[src/rtl/typing_level_ctrl.sv]
// Typing-game level controller: walks a ROM word key by key, tracks score, mistakes, level and lives.
// Latency: a keystroke updates char_idx/score/mistakes one cycle after key_valid; word completion reloads the timer 2 cycles later.
// Backpressure: none; key_valid is accepted only in TYPE and start only in IDLE/OVER, other strobes are dropped.
module typing_level_ctrl #(
    parameter int INIT_LIVES = 3,
    parameter int MAX_LEN    = 31
) (
    input  logic       clk,
    input  logic       resetn,
    input  logic       start,
    input  logic       key_valid,
    input  logic [7:0] key_code,
    input  logic [7:0] word_len,
    input  logic [7:0] word_char,
    input  logic       timeout,
    output logic [5:0] word_sel,
    output logic [4:0] char_idx,
    output logic [7:0] num_char,
    output logic       enable_next_level,
    output logic       timer_enable,
    output logic [5:0] level,
    output logic [15:0] score,
    output logic [7:0] mistakes,
    output logic [1:0] lives,
    output logic       game_over
);

    localparam logic [7:0] MAX_LEN_C    = 8'(MAX_LEN);
    localparam logic [1:0] INIT_LIVES_C = 2'(INIT_LIVES);

    typedef enum logic [2:0] {
        IDLE    = 3'd0,
        LOAD    = 3'd1,
        TYPE    = 3'd2,
        ADVANCE = 3'd3,
        MISS    = 3'd4,
        OVER    = 3'd5
    } state_t;

    state_t     state;
    logic       timeout_d;
    logic       timeout_edge;
    logic       key_hit;
    logic       key_miss;
    logic       last_char;
    logic [7:0] len_clamped;

    // Keystroke classification, timeout edge and word length clamp for the next LOAD.
    always_comb begin
        timeout_edge = timeout & ~timeout_d;
        key_hit      = key_valid && (key_code == word_char);
        key_miss     = key_valid && (key_code != word_char);
        last_char    = ({3'b000, char_idx} == (num_char - 8'd1));
        len_clamped  = word_len;
        if (word_len == 8'd0) begin
            len_clamped = 8'd1;
        end else if (word_len > MAX_LEN_C) begin
            len_clamped = MAX_LEN_C;
        end
    end

    // Registered copy of timeout so a held-high flag produces a single MISS.
    always_ff @(posedge clk or negedge resetn) begin
        if (!resetn) begin
            timeout_d <= 1'b0;
        end else begin
            timeout_d <= timeout;
        end
    end

    // Game FSM; every output is a register written on the transition into the state that owns it.
    always_ff @(posedge clk or negedge resetn) begin
        if (!resetn) begin
            state             <= IDLE;
            word_sel          <= 6'd0;
            char_idx          <= 5'd0;
            num_char          <= 8'd0;
            enable_next_level <= 1'b0;
            timer_enable      <= 1'b0;
            level             <= 6'd0;
            score             <= 16'd0;
            mistakes          <= 8'd0;
            lives             <= INIT_LIVES_C;
            game_over         <= 1'b0;
        end else begin
            enable_next_level <= 1'b0;
            case (state)
                IDLE: begin
                    timer_enable <= 1'b0;
                    if (start) begin
                        state             <= LOAD;
                        enable_next_level <= 1'b1;
                    end
                end
                LOAD: begin
                    // word_sel is stable here, so the ROM length is valid for this word.
                    num_char     <= len_clamped;
                    char_idx     <= 5'd0;
                    timer_enable <= 1'b1;
                    state        <= TYPE;
                end
                TYPE: begin
                    if (key_hit) begin
                        char_idx <= char_idx + 5'd1;
                        if (score != 16'hFFFF) begin
                            score <= score + 16'd1;
                        end
                    end else if (key_miss) begin
                        if (mistakes != 8'hFF) begin
                            mistakes <= mistakes + 8'd1;
                        end
                    end
                    // Completion beats a coincident timeout edge.
                    if (key_hit && last_char) begin
                        state        <= ADVANCE;
                        timer_enable <= 1'b0;
                    end else if (timeout_edge) begin
                        state        <= MISS;
                        timer_enable <= 1'b0;
                    end
                end
                ADVANCE: begin
                    if (level != 6'd63) begin
                        level <= level + 6'd1;
                    end
                    word_sel          <= word_sel + 6'd1;
                    enable_next_level <= 1'b1;
                    state             <= LOAD;
                end
                MISS: begin
                    if (lives == 2'd1) begin
                        lives     <= 2'd0;
                        game_over <= 1'b1;
                        state     <= OVER;
                    end else begin
                        lives             <= lives - 2'd1;
                        word_sel          <= word_sel + 6'd1;
                        enable_next_level <= 1'b1;
                        state             <= LOAD;
                    end
                end
                OVER: begin
                    timer_enable <= 1'b0;
                    if (start) begin
                        score             <= 16'd0;
                        mistakes          <= 8'd0;
                        level             <= 6'd0;
                        lives             <= INIT_LIVES_C;
                        word_sel          <= 6'd0;
                        game_over         <= 1'b0;
                        enable_next_level <= 1'b1;
                        state             <= LOAD;
                    end
                end
                default: begin
                    state        <= IDLE;
                    timer_enable <= 1'b0;
                end
            endcase
        end
    end

endmodule

[config.mk]
export PLATFORM = sky130hd
export DESIGN_NAME = typing_level_ctrl
export DESIGN_NICKNAME = d
export VERILOG_FILES = /design/src/rtl/typing_level_ctrl.sv
export SDC_FILE = /design/constraint.sdc
export NUM_CORES = 1
export LEC_CHECK = 0
export CAP_MARGIN = 20
export CORE_MARGIN = 2
export CORE_UTILIZATION = 49
export DETAILED_ROUTE_END_ITERATION = 8
export PLACE_DENSITY = 0.83
export SYNTH_ARGS = -nofsm -noshare
export SYNTH_HDL_FRONTEND = slang
export SYNTH_SLANG_ARGS = --single-unit
[constraint.sdc]
create_clock -name clk -period 2.4 [get_ports clk]
set_input_delay 0.24 -clock clk [delete_from_list [all_inputs] [get_ports clk]]
set_output_delay 0.24 -clock clk [all_outputs]
set_load 0.005 [all_outputs]
Word-level counts from Yosys, hierarchy flattened
Cells that the tools add are included.

Add/subtract/negate cells: 7. Multipliers: 0. Divide/modulo/power cells: 0. Magnitude comparators: 1. Equality and inequality tests: 23. Shifts and indexed selects: 0. Mux-type cells: 35. Bitwise operators: 3. Reductions and logical operators: 21.

Operators with widths (count): $mux 16 (3); $mux 8 (6); $pmux 16 s2 (1); $mux 6 (3); $ne 2x2->1 const B (9); $pmux 6 s3 (1); $add 16x1->16 const B (1); $ne 16x16->1 const B (1); $pmux 8 s2 (1); $pmux 3 s5 (1); $add 6x1->6 const B (2); $mux 3 (4); $pmux 6 s2 (1); $pmux 5 s2 (1); $reduce_and 3->1 (3); $add 8x1->8 const B (1); $eq 5x8->1 (1); $eq 8x8->1 (1); $gt 8x5->1 const B (1); $logic_not 8->1 (1); $ne 8x8->1 (1); $ne 8x8->1 const B (1); $reduce_and 2->1 (4); $reduce_bool 2->1 (4); other kinds (24) (37).

Bits in registers: 58. Bits in latches: 0. RAM bits: 0. Memory bits (read-only): 0. Input bits: 29. Output and inout bits: 54. Memories kept: 0.

Depth between registers and ports, before layout
Gate-level depths: netlist of the first run.

Depth after elaboration: 5. Depth in mapped cells: 8. Gate-level depth less buffers: 8.

Least setup slack after synthesis of the first run
No wires, ideal clock.

Kind: register -> register. From: register num_char[2]. To: register timer_enable. Arrival: 1.910 ns. Data required time: 2.265 ns. Setup slack: 0.355 ns. Stages on the path, launching flop included: 7. Path through: dfrtp_1 -> or3_4 -> or3b_4 -> a2111oi_4 -> nand4_1 -> o2111ai_1 -> o21ai_0.

Longest elaborated chain between the ends: 5. Elaborated cells between the ends (all ways): 7. Classes of those cells: 1 x add/sub; 2 x eq/ne; 2 x mux; 2 x reduce/logical.

RTL lines: from (decl) (RTL line 18) `output logic [7:0] num_char,`; from (signal assigned) (RTL line 97) `num_char <= len_clamped;`; $sub 8x1->8 * (RTL line 53) `last_char = ({3'b000, char_idx} == (num_char - 8'd1));`; $eq 5x8->1 * (RTL line 53); $logic_and 1x1->1 * (RTL line 114) `if (key_hit && last_char) begin`; $mux 1 or $ne 3x3->1 (tied branches); $pmux 1 s3 or $reduce_and 2->1 (tied branches); to (signal assigned) (RTL line 89) `timer_enable <= 1'b0;`; to (signal assigned) (RTL line 116) `timer_enable <= 1'b0;`; to (signal assigned) (RTL line 119) `timer_enable <= 1'b0;`; to (decl) (RTL line 20) `output logic timer_enable,`.

Mark *: on every way between the ends. The rest lies on a longest branch, timed or not. A chain may end at the register's enable or synchronous reset.

Worst setup path after layout of the first run
From: register num_char[3]. To: register state[2].

Longest elaborated chain between the ends: 5. Elaborated cells between the ends (all ways): 7. Classes of those cells: 1 x add/sub; 2 x eq/ne; 2 x mux; 2 x reduce/logical.

RTL lines: $sub 8x1->8 * (RTL line 53); $eq 5x8->1 * (RTL line 53); $logic_and 1x1->1 * (RTL line 114); $mux 3 or $ne 3x3->1 (tied branches); $pmux 3 s5 or $reduce_and 2->1 (tied branches); to (signal assigned) (RTL line 91) `state <= LOAD;`; to (signal assigned) (RTL line 115) `state <= ADVANCE;`; to (signal assigned) (RTL line 118) `state <= MISS;`; to (decl) (RTL line 40) `state_t state;`.

Marked as above.

==> impl_metrics.env, run 1 <==
export IMPL_dr_pass1_iters=4
export IMPL_max_vdd_ir_drop_mv=0.662
export IMPL_yosysTopAreaCellShare_pct=44.8
export IMPL_grt_overflow=0
export IMPL_dieWidth_um=83.9
export IMPL_cts_hold_buf=1
export IMPL_synth_edf_count=0
export IMPL_dp_cells=494
export IMPL_drt_iter0_drc=138
export IMPL_finalHoldViolations=0
export IMPL_rsz0062_at_grt="false"
export IMPL_synth_xor_area_share_pct=11.8
export IMPL_tritoncts="built"
export IMPL_final_cells=511
export IMPL_async_reset_ff_share_pct=100
export IMPL_rr_startpoint="num_char[3]$_DFFE_PN0P_"
export IMPL_synthAdderAreaFrac_pct=2.80
export IMPL_muxShareOfSynthArea_pct=1.28
export IMPL_grt_total_usage_pct=23.9
export IMPL_io_pins=83
export IMPL_p_comb_share_pct=33.9
export IMPL_tns_ps=0
export IMPL_nets=465
export IMPL_switchingPower_mw=1.22
export IMPL_path_buf_inv=0
export IMPL_worstPathRequired_ps=2620
export IMPL_drc=0
export IMPL_syn_area_per_cell_um2=9.45
export IMPL_grt_pass1_vias=2948
export IMPL_cts_resized=0
export IMPL_synth_top_family_by_area="simple AND/OR/NAND/NOR gates"
export IMPL_final_area_mm2=0.00435
export IMPL_path_clk_slew_ps=70
export IMPL_critical_path_class="flip-flop to flip-flop"
export IMPL_cts_root_buf="clkbuf_8"
export IMPL_clock_skew_ps=9.66
export IMPL_yosys_area_top_type="dfrtp_1"
export IMPL_fmax_mhz=449
export IMPL_maxSlewHeadroom_pct=61.4
export IMPL_clockBufferDepth=2
export IMPL_synth_fp_nets=367
export IMPL_ys_seq_elements=58
export IMPL_ys_top_cells_by_count="dfrtp_1, nor2_1, nand2_1"
export IMPL_ys_top_cells_by_area="dfrtp_1, xnor2_1, xor2_1, nor2_1, nand2_1"
export IMPL_slowest_stage="dfrtp_1"
export IMPL_final_util_pct=69.4
export IMPL_setup_viol=0
export IMPL_antenna_found_initial=0
export IMPL_setup_ws_ps=172
export IMPL_grt_pass1_wl_um=13500
export IMPL_clockPowerShare_pct=29.1
export IMPL_layout_drive_gt1_share_pct=8.76
export IMPL_critPathMaxStageDelay_ps=440
export IMPL_hold_class="input pin to async pin"
export IMPL_core_mm2=0.00628
export IMPL_antenna_left=0
export IMPL_crit_path_end_kind="flip-flop"
export IMPL_antenna_cells=0
export IMPL_synth_warnings=0
export IMPL_insertion_delay_ps=350
export IMPL_total_power_mw=3.77
export IMPL_synth_cell_type_count=48
export IMPL_synth_most_common_cell="dfrtp_1"
export IMPL_hpwl_um=5780
export IMPL_synth_compound_area_share_pct=10.4
export IMPL_fp_row_count=29
export IMPL_start_util_pct=49.9
export IMPL_power_internal_mw=2.55
export IMPL_area_growth_pct=39.1
export IMPL_switching_share_pct=32.4
export IMPL_p_seq_share_pct=37.0
export IMPL_outcome="finished clean"
export IMPL_cts_buffers=9
export IMPL_drt_vias_per_instance=5.64
export IMPL_htree_levels=3
export IMPL_routedWlPerCell_um=15.1
export IMPL_synth_top_flop_cell="dfrtp_1"
export IMPL_critPathLaunchType="flip-flop"
export IMPL_place_congestion=0.893
export IMPL_syn_instance_count=331
export IMPL_die_height_um=83.9
export IMPL_grt_max_degree=37
export IMPL_finalCriticalPeriod_ps=2230
export IMPL_critical_path_startpoint="num_char[3]$_DFFE_PN0P_"
export IMPL_worst_pin_slew_ps=578
export IMPL_clock_sinks=58
export IMPL_arrival_ps=2440
export IMPL_fp_dieArea_mm2=0.00704
export IMPL_numPortBuffers=82
export IMPL_cts_setup_buffers=0
export IMPL_path_cells="or3_4 > or3b_4 > a2111oi_4 > nand4_1 > nand3b_1 > o22ai_1"
export IMPL_synth_area_mm2=0.00313
export IMPL_ys_seq_area_share_pct=46.5
export IMPL_p_per_area_mw_per_mm2=865
export IMPL_place_area_mm2=0.00410
export IMPL_drv_cap=0
export IMPL_crit_fanout=6
export IMPL_slew_violations=0
export IMPL_num_vias=2884
export IMPL_synth_simple_area_share_pct=25.1
export IMPL_period_share_pct=92.8
export IMPL_dp_slack_ps=64.9
export IMPL_routed_wirelength_um=7730
export IMPL_crit_family="simple AND/OR/NAND/NOR gates"
export IMPL_p_leak_nw=1.83
export IMPL_hold_slack_ps=423
## routing by layer
metal | wire length [um] | track usage, % | up-vias
met5 | 0 | 0 | -
met2 | 4090 | 42.8 | 80
li1 | - | - | 1371
met4 | 222 | 11.0 | 0
met1 | 3150 | 27.9 | 1417
met3 | 262 | 3.96 | 16
## flip-flops by register name, indices dropped and copies added (netlist names)
signal,cells
score,16
char_idx,5
state,3
timer_enable,1
lives,2
num_char,8
level,6
word_sel,6
enable_next_level,1
game_over,1
timeout_d,1
mistakes,8
## area by class of cell
cell class              count  area, um^2
fillers                   496        1920
multi-input cells         255        1610
flip-flops and latches     58        1450
repair buffers             96         923
clock buffers               9         124
clock inverters             7         118
well taps                  77        96.3
inverters                   9        33.8
## placed cells by master (no fill, tap or decap), types with 7 or more instances in the layout
cell and count:
xor2_1 19, nor2_1 41, nand2_1 33, a21oi_1 11
clkdlybuf4s50_1 81, nand3_1 14, nor3_1 14, clkbuf_8 9
xnor2_1 23, dfrtp_1 56, nand4_1 17, o21ai_0 16
inv_1 9, ha_1 7, buf_4 13
## worst min-delay path, cell delays in order
cell           delay, ps
dlygate4sd3_1        520
buf_2                110
buf_4                280
## path summary, 6_finish.rpt
check,cells after the start,slack (ps),end
worst max-delay path,6,170,state[2]$_DFFE_PN0P_
worst min-delay path,3,420,score[8]$_DFFE_PN0P_
worst max register to register,6,170,state[2]$_DFFE_PN0P_
worst min register to register,1,520,word_sel[0]$_DFFE_PN0P_
max in group asynchronous,3,1550,lives[0]$_DFFE_PN1P_
min in group clk,1,470,timeout_d$_DFF_PN0_
## kinds of logic (layout without fill, tap and decap cells)
kind of cell | after synthesis | in the layout
compound gates | 48 | 48
xor+xnor | 42 | 42
fa+ha+maj | 7 | 7
buf+inv | 18 | 121
flops | 58 | 58
mux | 4 | 4
simple gates | 154 | 154
## power by group through the flow
stage,clock [mW],sequential (mW),combinational [mW]
floorplan,0,1.40,0.632
global placement,0,1.39,1.22
detailed placement,0,1.41,1.28
CTS,1.11,1.39,1.29
global route,1.15,1.43,1.43
finish,1.10,1.39,1.28
(Power assumes the default switching activity.)
==> inputs of run 2 (changes only) <==
--- a/config.mk
+++ b/config.mk
@@ -10,6 +10,7 @@
 export CORE_UTILIZATION = 49
 export DETAILED_ROUTE_END_ITERATION = 8
 export PLACE_DENSITY = 0.83
+export REMOVE_ABC_BUFFERS = 1
 export SYNTH_ARGS = -nofsm -noshare
 export SYNTH_HDL_FRONTEND = slang
 export SYNTH_SLANG_ARGS = --single-unit
==> run 2 against run 1 <==
Power shrank 8.6%. Via count shrank 0.73%. Non-clock buffer count shrank 2. Clock skew shrank 5.0 ps. Flip-flop and latch count is the same. Worst setup slack gained 11 ps. Hold slack gained 11 ps. Global-route usage shrank 0.11 points. Critical endpoint unchanged. Highest routed layer unchanged.
==> impl_metrics.env, run 2 (synthesis gave the netlist of run 1 again) <==
export IMPL_grt_pass1_wl_um=13500
export IMPL_layout_drive_gt1_share_pct=7.23
export IMPL_arrival_ps=2420
export IMPL_routed_wirelength_um=7680
export IMPL_insertion_delay_ps=340
export IMPL_final_area_mm2=0.00427
export IMPL_place_congestion=0.848
export IMPL_die_height_um=83.9
export IMPL_grt_pass1_vias=2908
export IMPL_antenna_left=0
export IMPL_p_comb_share_pct=36.2
export IMPL_r2r_worst_path_cells=7
export IMPL_clockBufferDepth=2
export IMPL_hold_class="input pin to flip-flop"
export IMPL_p_per_area_mw_per_mm2=806
export IMPL_worstPathRequired_ps=2610
export IMPL_busiest_layer="met2"
export IMPL_cts_root_buf="clkbuf_8"
export IMPL_clockPowerShare_pct=22.4
export IMPL_maxSlewHeadroom_pct=58.2
export IMPL_setup_viol=0
export IMPL_hold_start="timeout"
export IMPL_drt_iter0_drc=219
export IMPL_num_vias=2863
export IMPL_numPortBuffers=82
export IMPL_antenna_found_initial=0
export IMPL_routedWlPerCell_um=15.2
export IMPL_antenna_cells=0
export IMPL_finalHoldViolations=0
export IMPL_crit_path_end_kind="flip-flop"
export IMPL_finalCriticalPeriod_ps=2220
export IMPL_fillers=501
export IMPL_clock_skew_ps=4.64
export IMPL_grt_max_degree=32
export IMPL_switchingPower_mw=1.18
export IMPL_p_leak_nw=1.79
export IMPL_rsz0062_at_grt="false"
export IMPL_power_internal_mw=2.27
export IMPL_clock_sinks=58
export IMPL_switching_share_pct=34.2
export IMPL_fp_row_count=29
export IMPL_tritoncts="built"
export IMPL_period_share_pct=92.4
export IMPL_fmax_mhz=451
export IMPL_worst_pin_slew_ps=627
export IMPL_dr_pass1_iters=4
export IMPL_largest_register_ffs=16
export IMPL_crit_fanout=6
export IMPL_slew_violations=0
export IMPL_reg_largest_list="score: 16 flops, mistakes: 8 flops, num_char: 8 flops"
export IMPL_drv_cap=0
export IMPL_drc=0
export IMPL_r2r_end="state[2]$_DFFE_PN0P_"
export IMPL_cts_setup_buffers=0
export IMPL_dieWidth_um=83.9
export IMPL_whs_path_depth=1
export IMPL_area_growth_pct=36.4
export IMPL_mostFrequentLayoutCells="clkdlybuf4s50_1, dfrtp_1, nor2_1"
export IMPL_final_cells=506
export IMPL_place_area_mm2=0.00410
export IMPL_final_util_pct=68.0
export IMPL_fp_dieArea_mm2=0.00704
export IMPL_min_to="timeout_d$_DFF_PN0_"
export IMPL_cts_buffers=9
export IMPL_max_vdd_ir_drop_mv=0.576
export IMPL_core_mm2=0.00628
export IMPL_p_seq_share_pct=41.4
export IMPL_grt_overflow=0
export IMPL_dp_cells=492
export IMPL_critical_path_class="flip-flop to flip-flop"
export IMPL_rr_startpoint="num_char[0]$_DFFE_PN0P_"
export IMPL_hpwl_um=5530
export IMPL_start_util_pct=49.9
export IMPL_outcome="finished clean"
export IMPL_multiInputGateArea_mm2=0.00161
export IMPL_nets=463
export IMPL_tns_ps=0
export IMPL_critPathLaunchType="flip-flop"
export IMPL_dp_slack_ps=90.2
export IMPL_io_pins=83
export IMPL_path_clk_slew_ps=60
export IMPL_htree_levels=3
export IMPL_regArea_mm2=0.00145
export IMPL_regMostFlops="score"
export IMPL_setup_ws_ps=183
export IMPL_r2r_slack_ps=180
export IMPL_gr_usage_met3_pct=5.04
export IMPL_drt_vias_per_instance=5.66
export IMPL_gr_usage_met1_pct=30.1
export IMPL_mostFrequentLayoutCell="clkdlybuf4s50_1"
export IMPL_grtUsageMet2_pct=39.1
export IMPL_grt_total_usage_pct=23.8
[run 2: routing by layer]
| layer | up-vias | share of wire (%) |
|---|---|---|
| met5 | - | 0 |
| met4 | 0 | 2.1 |
| met3 | 16 | 3.9 |
| met2 | 80 | 51 |
| met1 | 1407 | 43 |
| li1 | 1360 | - |
[run 2: repair_timing]
action / CTS / global route
hold endpoints to repair: 25 / 0
resized for setup: 0 / 0
hold buffers: 1 / 0
endpoints found under the setup margin: 0 / 0
[run 2: power groups by stage]
stage	clock network [mW]	registers (mW)	logic [mW]
floorplan	0	1.43	0.583
global placement	0	1.42	1.18
detailed placement	0	1.44	1.24
CTS	0.779	1.42	1.26
global route	0.829	1.46	1.38
finish	0.770	1.43	1.25
[run 2: worst max path at each step]
stage,from,to,depth (start not counted)
floorplan,state[1]$_DFFE_PN0P_,score[14]$_DFFE_PN0P_,6
global placement,word_char[5],score[5]$_DFFE_PN0P_,8
detailed placement,word_char[5],score[5]$_DFFE_PN0P_,8
CTS,num_char[0]$_DFFE_PN0P_,state[2]$_DFFE_PN0P_,7
global route,state[1]$_DFFE_PN0P_,score[5]$_DFFE_PN0P_,7
finish,num_char[0]$_DFFE_PN0P_,state[2]$_DFFE_PN0P_,7
[run 2: layout make-up]
| class | count | area share, % |
|---|---|---|
| clock buffer | 13 | 3.72 |
| inverter | 9 | 0.791 |
| multi-input combinational | 255 | 37.6 |
| sequential | 58 | 34.1 |
| tap | 77 | 2.26 |
| timing repair buffer | 94 | 21.6 |
[run 2: stage by stage]
step	hold slack, ps	total power, mW
after floorplan	-55.6	2.01
after global placement	293	2.61
after detailed placement	298	2.68
after CTS	432	3.46
after global routing	446	3.67
final	434	3.44
[run 2: worst max-delay path, stage by stage, from the launching register on]
cell and delay, ps:
dfrtp_1 430, inv_1 130, ha_1 300, or3b_4 430, a2111oi_4 370, nand4_1 180, nand3b_1 170, o22ai_1 80
